## src/rtl/pipelined_addsub_pkg.sv

```systemverilog
// addsub_pkg: shared constants for the pipelined adder/subtractor.
// Mode encoding and the WIDTH/CHUNK legality check.
package addsub_pkg;

  localparam logic MODE_ADD = 1'b0;
  localparam logic MODE_SUB = 1'b1;

  function automatic bit chunk_ok(input int width, input int chunk);
    return (chunk > 0) && (width >= chunk) && (width % chunk == 0);
  endfunction

endpackage

```

## src/rtl/pipelined_addsub_if.sv

```systemverilog
// addsub_if: operand and result streams of the adder/subtractor.
// master drives operands and result ready; slave is the datapath.
interface addsub_if #(
  parameter int WIDTH = 16
) ();

  logic             in_valid;
  logic             in_ready;
  logic [WIDTH-1:0] a;
  logic [WIDTH-1:0] b;
  logic             cin;
  logic             sub;
  logic             out_valid;
  logic             out_ready;
  logic [WIDTH-1:0] sum;
  logic             cout;
  logic             ovf;

  modport master (
    output in_valid, a, b, cin, sub, out_ready,
    input  in_ready, out_valid, sum, cout, ovf
  );

  modport slave (
    input  in_valid, a, b, cin, sub, out_ready,
    output in_ready, out_valid, sum, cout, ovf
  );

endinterface

```

## src/rtl/pipelined_addsub_adder_chunk.sv

```systemverilog
// adder_chunk: combinational CHUNK-bit ripple of full-adder cells.
// Also exposes the carry into its MSB for overflow detection.
module adder_chunk #(
  parameter int CHUNK = 4
) (
  input  logic [CHUNK-1:0] a,
  input  logic [CHUNK-1:0] b,
  input  logic             cin,
  output logic [CHUNK-1:0] s,
  output logic             cout,
  output logic             cmsb
);

  logic [CHUNK:0] cy;

  assign cy[0] = cin;

  for (genvar i = 0; i < CHUNK; i++) begin : g_fa
    assign s[i]    = a[i] ^ b[i] ^ cy[i];
    assign cy[i+1] = (a[i] & b[i]) | (cy[i] & (a[i] ^ b[i]));
  end

  assign cout = cy[CHUNK];
  assign cmsb = cy[CHUNK-1];

endmodule

```

## src/rtl/pipelined_addsub.sv

```systemverilog
// pipelined_addsub: chunked two's-complement adder/subtractor.
// One stage per CHUNK bits, carry registered between stages.
module pipelined_addsub
  import addsub_pkg::*;
#(
  parameter int WIDTH = 16,
  parameter int CHUNK = 4
) (
  input logic      clk,
  input logic      rst_n,
  addsub_if.slave  bus
);

  localparam int STAGES = WIDTH / CHUNK;

  if (!chunk_ok(WIDTH, CHUNK)) begin : g_bad_cfg
    $error("WIDTH must be a positive multiple of CHUNK");
  end

  logic             en;
  logic             c0;
  logic [WIDTH-1:0] beff;

  // whole pipe advances together; bubbles are held, not squeezed
  assign en           = !g_st[STAGES-1].v_q | bus.out_ready;
  assign bus.in_ready = en;

  assign beff = (bus.sub == MODE_SUB) ? ~bus.b : bus.b;
  assign c0   = (bus.sub == MODE_SUB) ? 1'b1 : bus.cin;

  for (genvar k = 0; k < STAGES; k++) begin : g_st
    localparam int LO = k * CHUNK;
    localparam int HI = WIDTH - LO;

    logic [HI-1:0]       a_in;
    logic [HI-1:0]       b_in;
    logic                c_in;
    logic                v_in;
    logic [CHUNK-1:0]    s;
    logic                co;
    logic [LO+CHUNK-1:0] r_d;
    logic [LO+CHUNK-1:0] r_q;
    logic                v_q;
    logic                c_q;

    if (k == 0) begin : g_in
      assign a_in = bus.a;
      assign b_in = beff;
      assign c_in = c0;
      assign v_in = bus.in_valid;
      assign r_d  = s;
    end else begin : g_in
      assign a_in = g_st[k-1].g_mid.a_q;
      assign b_in = g_st[k-1].g_mid.b_q;
      assign c_in = g_st[k-1].c_q;
      assign v_in = g_st[k-1].v_q;
      assign r_d  = {s, g_st[k-1].r_q};
    end

    // stage valid, carry and deskewed result chunks
    always_ff @(posedge clk) begin
      if (!rst_n) begin
        v_q <= 1'b0;
        c_q <= 1'b0;
        r_q <= '0;
      end else if (en) begin
        v_q <= v_in;
        c_q <= co;
        r_q <= r_d;
      end
    end

    if (k == STAGES - 1) begin : g_last
      logic cm;
      logic ovf_q;

      adder_chunk #(
        .CHUNK (CHUNK)
      ) u_add (
        .a    (a_in[CHUNK-1:0]),
        .b    (b_in[CHUNK-1:0]),
        .cin  (c_in),
        .s    (s),
        .cout (co),
        .cmsb (cm)
      );

      // signed overflow from the carries around the MSB
      always_ff @(posedge clk) begin
        if (!rst_n) begin
          ovf_q <= 1'b0;
        end else if (en) begin
          ovf_q <= co ^ cm;
        end
      end
    end else begin : g_mid
      logic                cm_unused;
      logic [HI-CHUNK-1:0] a_q;
      logic [HI-CHUNK-1:0] b_q;

      adder_chunk #(
        .CHUNK (CHUNK)
      ) u_add (
        .a    (a_in[CHUNK-1:0]),
        .b    (b_in[CHUNK-1:0]),
        .cin  (c_in),
        .s    (s),
        .cout (co),
        .cmsb (cm_unused)
      );

      // upper operand chunks skewed to meet their carry
      always_ff @(posedge clk) begin
        if (!rst_n) begin
          a_q <= '0;
          b_q <= '0;
        end else if (en) begin
          a_q <= a_in[HI-1:CHUNK];
          b_q <= b_in[HI-1:CHUNK];
        end
      end
    end
  end

  assign bus.out_valid = g_st[STAGES-1].v_q;
  assign bus.sum       = g_st[STAGES-1].r_q;
  assign bus.cout      = g_st[STAGES-1].c_q;
  assign bus.ovf       = g_st[STAGES-1].g_last.ovf_q;

endmodule

```

## src/flat_wrapper.sv

```systemverilog
// flat-port wrapper written by rule: the top's interface ports become plain ports
module pipelined_addsub_flat import addsub_pkg::*;
#(
  parameter int WIDTH = 16,
  parameter int CHUNK = 4
)
  (clk, rst_n, bus_in_valid, bus_a, bus_b, bus_cin, bus_sub, bus_out_ready, bus_in_ready, bus_out_valid, bus_sum, bus_cout, bus_ovf);
  addsub_if #(.WIDTH(WIDTH)) bus_i ();
  input logic clk;
  input logic rst_n;
  input wire logic [$bits(bus_i.in_valid)-1:0] bus_in_valid;
  input wire logic [$bits(bus_i.a)-1:0] bus_a;
  input wire logic [$bits(bus_i.b)-1:0] bus_b;
  input wire logic [$bits(bus_i.cin)-1:0] bus_cin;
  input wire logic [$bits(bus_i.sub)-1:0] bus_sub;
  input wire logic [$bits(bus_i.out_ready)-1:0] bus_out_ready;
  output wire logic [$bits(bus_i.in_ready)-1:0] bus_in_ready;
  output wire logic [$bits(bus_i.out_valid)-1:0] bus_out_valid;
  output wire logic [$bits(bus_i.sum)-1:0] bus_sum;
  output wire logic [$bits(bus_i.cout)-1:0] bus_cout;
  output wire logic [$bits(bus_i.ovf)-1:0] bus_ovf;
  assign bus_i.in_valid = bus_in_valid;
  assign bus_i.a = bus_a;
  assign bus_i.b = bus_b;
  assign bus_i.cin = bus_cin;
  assign bus_i.sub = bus_sub;
  assign bus_i.out_ready = bus_out_ready;
  assign bus_in_ready = bus_i.in_ready;
  assign bus_out_valid = bus_i.out_valid;
  assign bus_sum = bus_i.sum;
  assign bus_cout = bus_i.cout;
  assign bus_ovf = bus_i.ovf;
  pipelined_addsub #(.WIDTH(WIDTH), .CHUNK(CHUNK)) u_core (.clk(clk), .rst_n(rst_n), .bus(bus_i));
endmodule
```

## config.mk

```make
export PLATFORM = sky130hd
export DESIGN_NAME = pipelined_addsub_flat
export DESIGN_NICKNAME = d
export VERILOG_FILES = /design/src/rtl/pipelined_addsub_pkg.sv /design/src/rtl/pipelined_addsub_if.sv /design/src/rtl/pipelined_addsub_adder_chunk.sv /design/src/rtl/pipelined_addsub.sv /design/src/flat_wrapper.sv
export SDC_FILE = /design/constraint.sdc
export NUM_CORES = 1
export LEC_CHECK = 0
export ABC_AREA = 1
export CAP_MARGIN = 25
export CELL_PAD_IN_SITES_DETAIL_PLACEMENT = 1
export CELL_PAD_IN_SITES_GLOBAL_PLACEMENT = 2
export CORE_UTILIZATION = 34
export CTS_CLUSTER_DIAMETER = 40
export DETAILED_ROUTE_END_ITERATION = 8
export GPL_ROUTABILITY_DRIVEN = 0
export PLACE_DENSITY = 0.83
export SLEW_MARGIN = 25
export SYNTH_ARGS = -nofsm -noshare
export SYNTH_HDL_FRONTEND = slang
export SYNTH_SLANG_ARGS = --single-unit
```

## constraint.sdc

```tcl
create_clock -name clk -period 7.9 [get_ports clk]
set_clock_uncertainty 0.05 [all_clocks]
set_input_delay 1.58 -clock clk [delete_from_list [all_inputs] [get_ports clk]]
set_output_delay 1.58 -clock clk [all_outputs]
set_load 0.02 [all_outputs]
```

==> Yosys cells after proc, flatten, opt, wreduce, memory -nomap -nowiden <==
Cells that the tools add are included.
{ "word_totals": {"ff_bits": 97, "out_inout_bits": 20, "wordCells": 105} }
{ "op_classes": {"n_mux": 2, "bitwise": 83, "reduce_logical": 1} }
{ "ops": {"columns": ["op", "count"], "rows": [
  ["$xor A1 B1 Y1", 33],
  ["$and A1 B1 Y1", 32],
  ["$or A1 B1 Y1", 17],
  ["$mux W16", 1],
  ["$not A16 Y16", 1],
  ["$logic_not A1 Y1", 1],
  ["$mux W1", 1]
]} }

==> Depth between registers and ports, before layout <==
{ "depth": {"ltp_word": 11, "depth_mapped": 12, "mapped_depth_nobuf": 12} }

==> By module <==
A second synthesis with hierarchy kept.
{ "unflattened": {"cells_unflattened": 547, "hier_area_um2": 4319.1} }
{ "modules_own_cells": {"columns": ["module", "n_inst", "cells_per_inst", "area_each_um2"], "rows": [
  ["pipelined_addsub", 1, 499, 3878.7],
  ["adder_chunk", 4, 12, 110.1]
]} }

==> Worst setup path after synthesis <==
No wires, ideal clock.
{ "synth_path": {"kind": "input -> register", "startpoint": "input port bus_sub", "endpoint": "register u_core.g_st[0].r_q[3]", "setup_ns": 0.114, "arrival_ns": 3.753, "slack_ns": 3.983, "stages": 11, "n_path_buf": 2, "path_cell_list": "buf_2 -> buf_2 -> or2_2 -> fa_1 -> fa_1 -> inv_1 -> fa_1 -> inv_1 -> fa_1 -> nor2_1 -> nor2_1"} }
{ "synth_via": {"elab_chain_len": 9} }
{ "synth_lines": {"columns": ["item", "line", "rtl"], "rows": [
  ["start: declaration", "flat_wrapper.sv:15", "input wire logic [$bits(bus_i.sub)-1:0] bus_sub;"],
  ["$mux W16", "pipelined_addsub.sv:28", "assign beff = (bus.sub == MODE_SUB) ? ~bus.b : bus.b;"],
  ["$xor A1 B1 Y1", "pipelined_addsub_adder_chunk.sv:20", "assign cy[i+1] = (a[i] & b[i]) | (cy[i] & (a[i] ^ b[i]));"],
  ["$and A1 B1 Y1", "pipelined_addsub_adder_chunk.sv:20", null],
  ["$or A1 B1 Y1", "pipelined_addsub_adder_chunk.sv:20", null],
  ["$and A1 B1 Y1", "pipelined_addsub_adder_chunk.sv:20", null],
  ["$or A1 B1 Y1", "pipelined_addsub_adder_chunk.sv:20", null],
  ["$and A1 B1 Y1", "pipelined_addsub_adder_chunk.sv:20", null],
  ["$or A1 B1 Y1", "pipelined_addsub_adder_chunk.sv:20", null],
  ["$xor A1 B1 Y1 *", "pipelined_addsub_adder_chunk.sv:19", "assign s[i] = a[i] ^ b[i] ^ cy[i];"],
  ["via u_core.g_st[0].g_mid.u_add.s[3]", "pipelined_addsub_adder_chunk.sv:9", "output logic [CHUNK-1:0] s,"],
  ["end signal: assignment", "pipelined_addsub.sv:69", "r_q <= r_d;"],
  ["end: declaration", "pipelined_addsub.sv:42", "logic [LO+CHUNK-1:0] r_q;"]
]} }
Mark *: on every way through the listed nets, which the timed path passes. The rest lies on a longest branch.
A chain may end at the register's enable or synchronous reset.

==> Worst setup path in the final report <==
{ "layout_path": {"startpoint": "input port bus_out_ready", "endpoint": "output port bus_in_ready"} }
{ "layout_via": {"elab_chain_len": 1} }
{ "layout_lines": {"columns": ["item", "line", "rtl"], "rows": [
  ["start: declaration", "flat_wrapper.sv:16", "input wire logic [$bits(bus_i.out_ready)-1:0] bus_out_ready;"],
  ["$or A1 B1 Y1", "pipelined_addsub.sv:25", "assign en = !g_st[STAGES-1].v_q | bus.out_ready;"],
  ["end: declaration", "flat_wrapper.sv:17", "output wire logic [$bits(bus_i.in_ready)-1:0] bus_in_ready;"]
]} }
No other way between the ends.

==> metrics.txt <==
antenna diode count 0; Critical Path RT between 6000 and 7000 ps; Clock Latency Late Sink 340 ps; nets 648; Total GRT Usage 16.13%; global route overflow 0; HPWL after DPL 6189 um; HP Class reg -> reg; Die Wd about 110 um; CP max FO 74; Top Ports 58; actual slew at the worst max-slew pin between 900 and 1000 ps; crit path cell chain clkdlybuf4s50_1 > inv_2 > nand2_2 > buf_4 > clkdlybuf4s50_1; hold slack around 410 ps; largest net degree at the start of global routing between 80 and 90; slowest stage delay, CP 740 ps; cell count after synthesis approximately 560; Root Buffer Master clkbuf_16; TritonCTS Buffers 9; Crit path buffers/inverters 4; Slew Viols, Final 0; status finished clean; TritonCTS Sinks 97; MaxCap Viol Count 0; Resize count post-CTS 0; clock buffer depth 2; met2 WL post-DR between 4000 and 5000 um; hold path startpoint u_core.g_st[2].v_q; post-route ant nets 0; pre-CTS setup slack 2515 ps; CTS H-tree lvls 3; Clock Pin Slew Worst Setup and Hold Paths about 60 ps; layout cells sized above 1 3.846%; Initial Utilization 35.43%; Seq. cell area 0.001942 sq mm; input/output buffers 57; register bit total from synthesis 97; top sig layer met4; Power Dens Cells between 200 and 250 mW/mm^2; final core occ 43.04%; Synthesized Nets between 600 and 700; Crit-path slowest cell clkdlybuf4s50_1; RSZ-0062 raised after global routing false; worst flop-to-flop path startpoint u_core.bus.out_valid; Worst Path Class, Setup in -> out; Hold Crit Depth 2; 1st-pass router iterations 4; Max VDD drop 0.1407 mV; first-pass GRT wire length 16450 um; die height approximately 110 um; Synth warnings 0; Slew headroom 34.95%; CTS tree done; crit path capture type output pin; floorplan core area about 0.012 sq mm; final WL 9551 um; Final Hold Viols 0; Worst path top cell family by delay buffers and inverters; Setup Fix Bufs, Post-CTS 0; Final Cell Area 0.005234 sq mm; reg2reg path depth 6; DRC 0; final period utilization 67.50%; P&R area growth vs syn 21.46%; vias in the first global route roughly 3500; shortest period the worst path allows 5333 ps; Filler cells between 1000 and 1500; Met1 Wirelength 4389 um; area of placed instances roughly 0.0050 sq mm; vias per inst between 4 and 5; Distinct cells, synth 19; Leak Pwr about 2.2 nW; setup TNS 0 ps; met3 wire length 224 um; crit start category input pin; most frequent cell on the critical path clkdlybuf4s50_1; initial antenna violation count 0; commonest cells after routing, fill and taps aside 192 x nor2_1, 97 x dfxtp_1, 74 x nand2_1, 72 x o21bai_1, 57 x clkdlybuf4s50_1; DR iter-0 viols 177; FP Rows 40; setup ws final 2567 ps; post-cts hold buffer count 0; # setup viols final 0; R2R setup slack between 5000 and 6000 ps; R2R Path End u_core.g_st[1].g_mid.a_q[1]; multi-input combinational cell area a little over 0.002 sq mm; crit path DAT 3700 ps; Hold EP u_core.bus.out_valid; commonest non-fill, non-tap cell in the layout nor2_1; DR vias approximately 3400; register area share after synthesis a little under half; Avg Inst Size Synth approximately 7.7 sq um; die area 0.01313 sq mm; FMAX 187.5 MHz; DR WL/cell 12.47 um; Synth Cell Area 0.004309 sq mm
## area by class of cell
type                            instances  area share (%)
Inverter                               51           3.658
Sequential cell                        97           37.10
Clock buffer                           11           4.829
Clock inverter                          4          0.5498
Multi-Input combinational cell        375           38.51
Tap cell                              168           4.016
Timing Repair Buffer                   60           11.33
## state kept, by name, summed over array words and instances, names as in the netlist
register	cells
u_core.g_st.g_mid.b_q	24
u_core.bus.ovf	1
u_core.bus.cout	1
u_core.bus.out_valid	1
u_core.g_st.g_mid.a_q	24
u_core.bus.sum	16
u_core.g_st.r_q	24
u_core.g_st.v_q	3
u_core.g_st.c_q	3
## where the power goes
group,leakage [nW],internal [W],switching [W]
Combinational,1.26,0.0000737,0.0000778
Sequential,0.798,0.000526,0.0000193
Clock,0.134,0.000229,0.000183
Total,2.19,0.000828,0.000280
## cell usage after synthesis (all sizes together)
cell    instances  area share, %
clkinv          1          0.087
xor2            3           0.61
clkbuf         11           0.96
nor2          193             17
nand3           2           0.23
buf            23            2.8
xnor2           1           0.20
a21oi           1           0.12
nand2          75            6.5
nand3b         11            1.9
inv            50            4.4
or2             1           0.15
dfxtp          97             45
fa             16            7.4
o21bai         72             13
## worst max-delay path by stage
stage	from	endpoint	slack [ps]	depth (start not counted)
2_1_floorplan	bus_sub	u_core.g_st[0].r_q[3]	3980	11
3_3_place_gp	bus_out_ready	bus_in_ready	2540	5
3_5_place_dp	bus_out_ready	bus_in_ready	2510	5
4_1_cts	bus_out_ready	bus_in_ready	2500	5
5_1_grt	bus_out_ready	bus_in_ready	2400	5
6_report	bus_out_ready	bus_in_ready	2570	5
## through the flow
| step | cells | power (W) |
|---|---|---|
| finish | 766 | 0.001108 |
| global placement | 751 | 0.0007038 |
| floorplan | 557 | 0.0006517 |
| global route | 766 | 0.001170 |
| detailed placement | 751 | 0.0007093 |
| CTS | 766 | 0.001130 |
## metal layers
layer	track usage, %	vias to the layer above
li1	-	1758
met1	19.18	1616
met2	28.32	41
met3	3.494	13
met4	6.234	0
met5	0	-
## worst reg2reg max path, cell delays in order, from the launching register on
cell and delay, ps:
dfxtp_1 720, inv_2 100, nor2_4 410, buf_4 750
nand2_1 170, nand2_1 100, nor2_1 60
## logic make-up after synthesis
| family | Yosys count | share of synthesized area (%) |
|---|---|---|
| AND/OR/NAND/NOR | 282 | 25.81 |
| flip-flops | 97 | 45.06 |
| buffers and inverters | 85 | 8.217 |
| AO/OA/AOI/OAI | 73 | 12.66 |
| adder cells (fa/ha/maj) | 16 | 7.433 |
| XOR/XNOR | 4 | 0.8132 |
No activity file was read; power rests on OpenSTA's default activity.
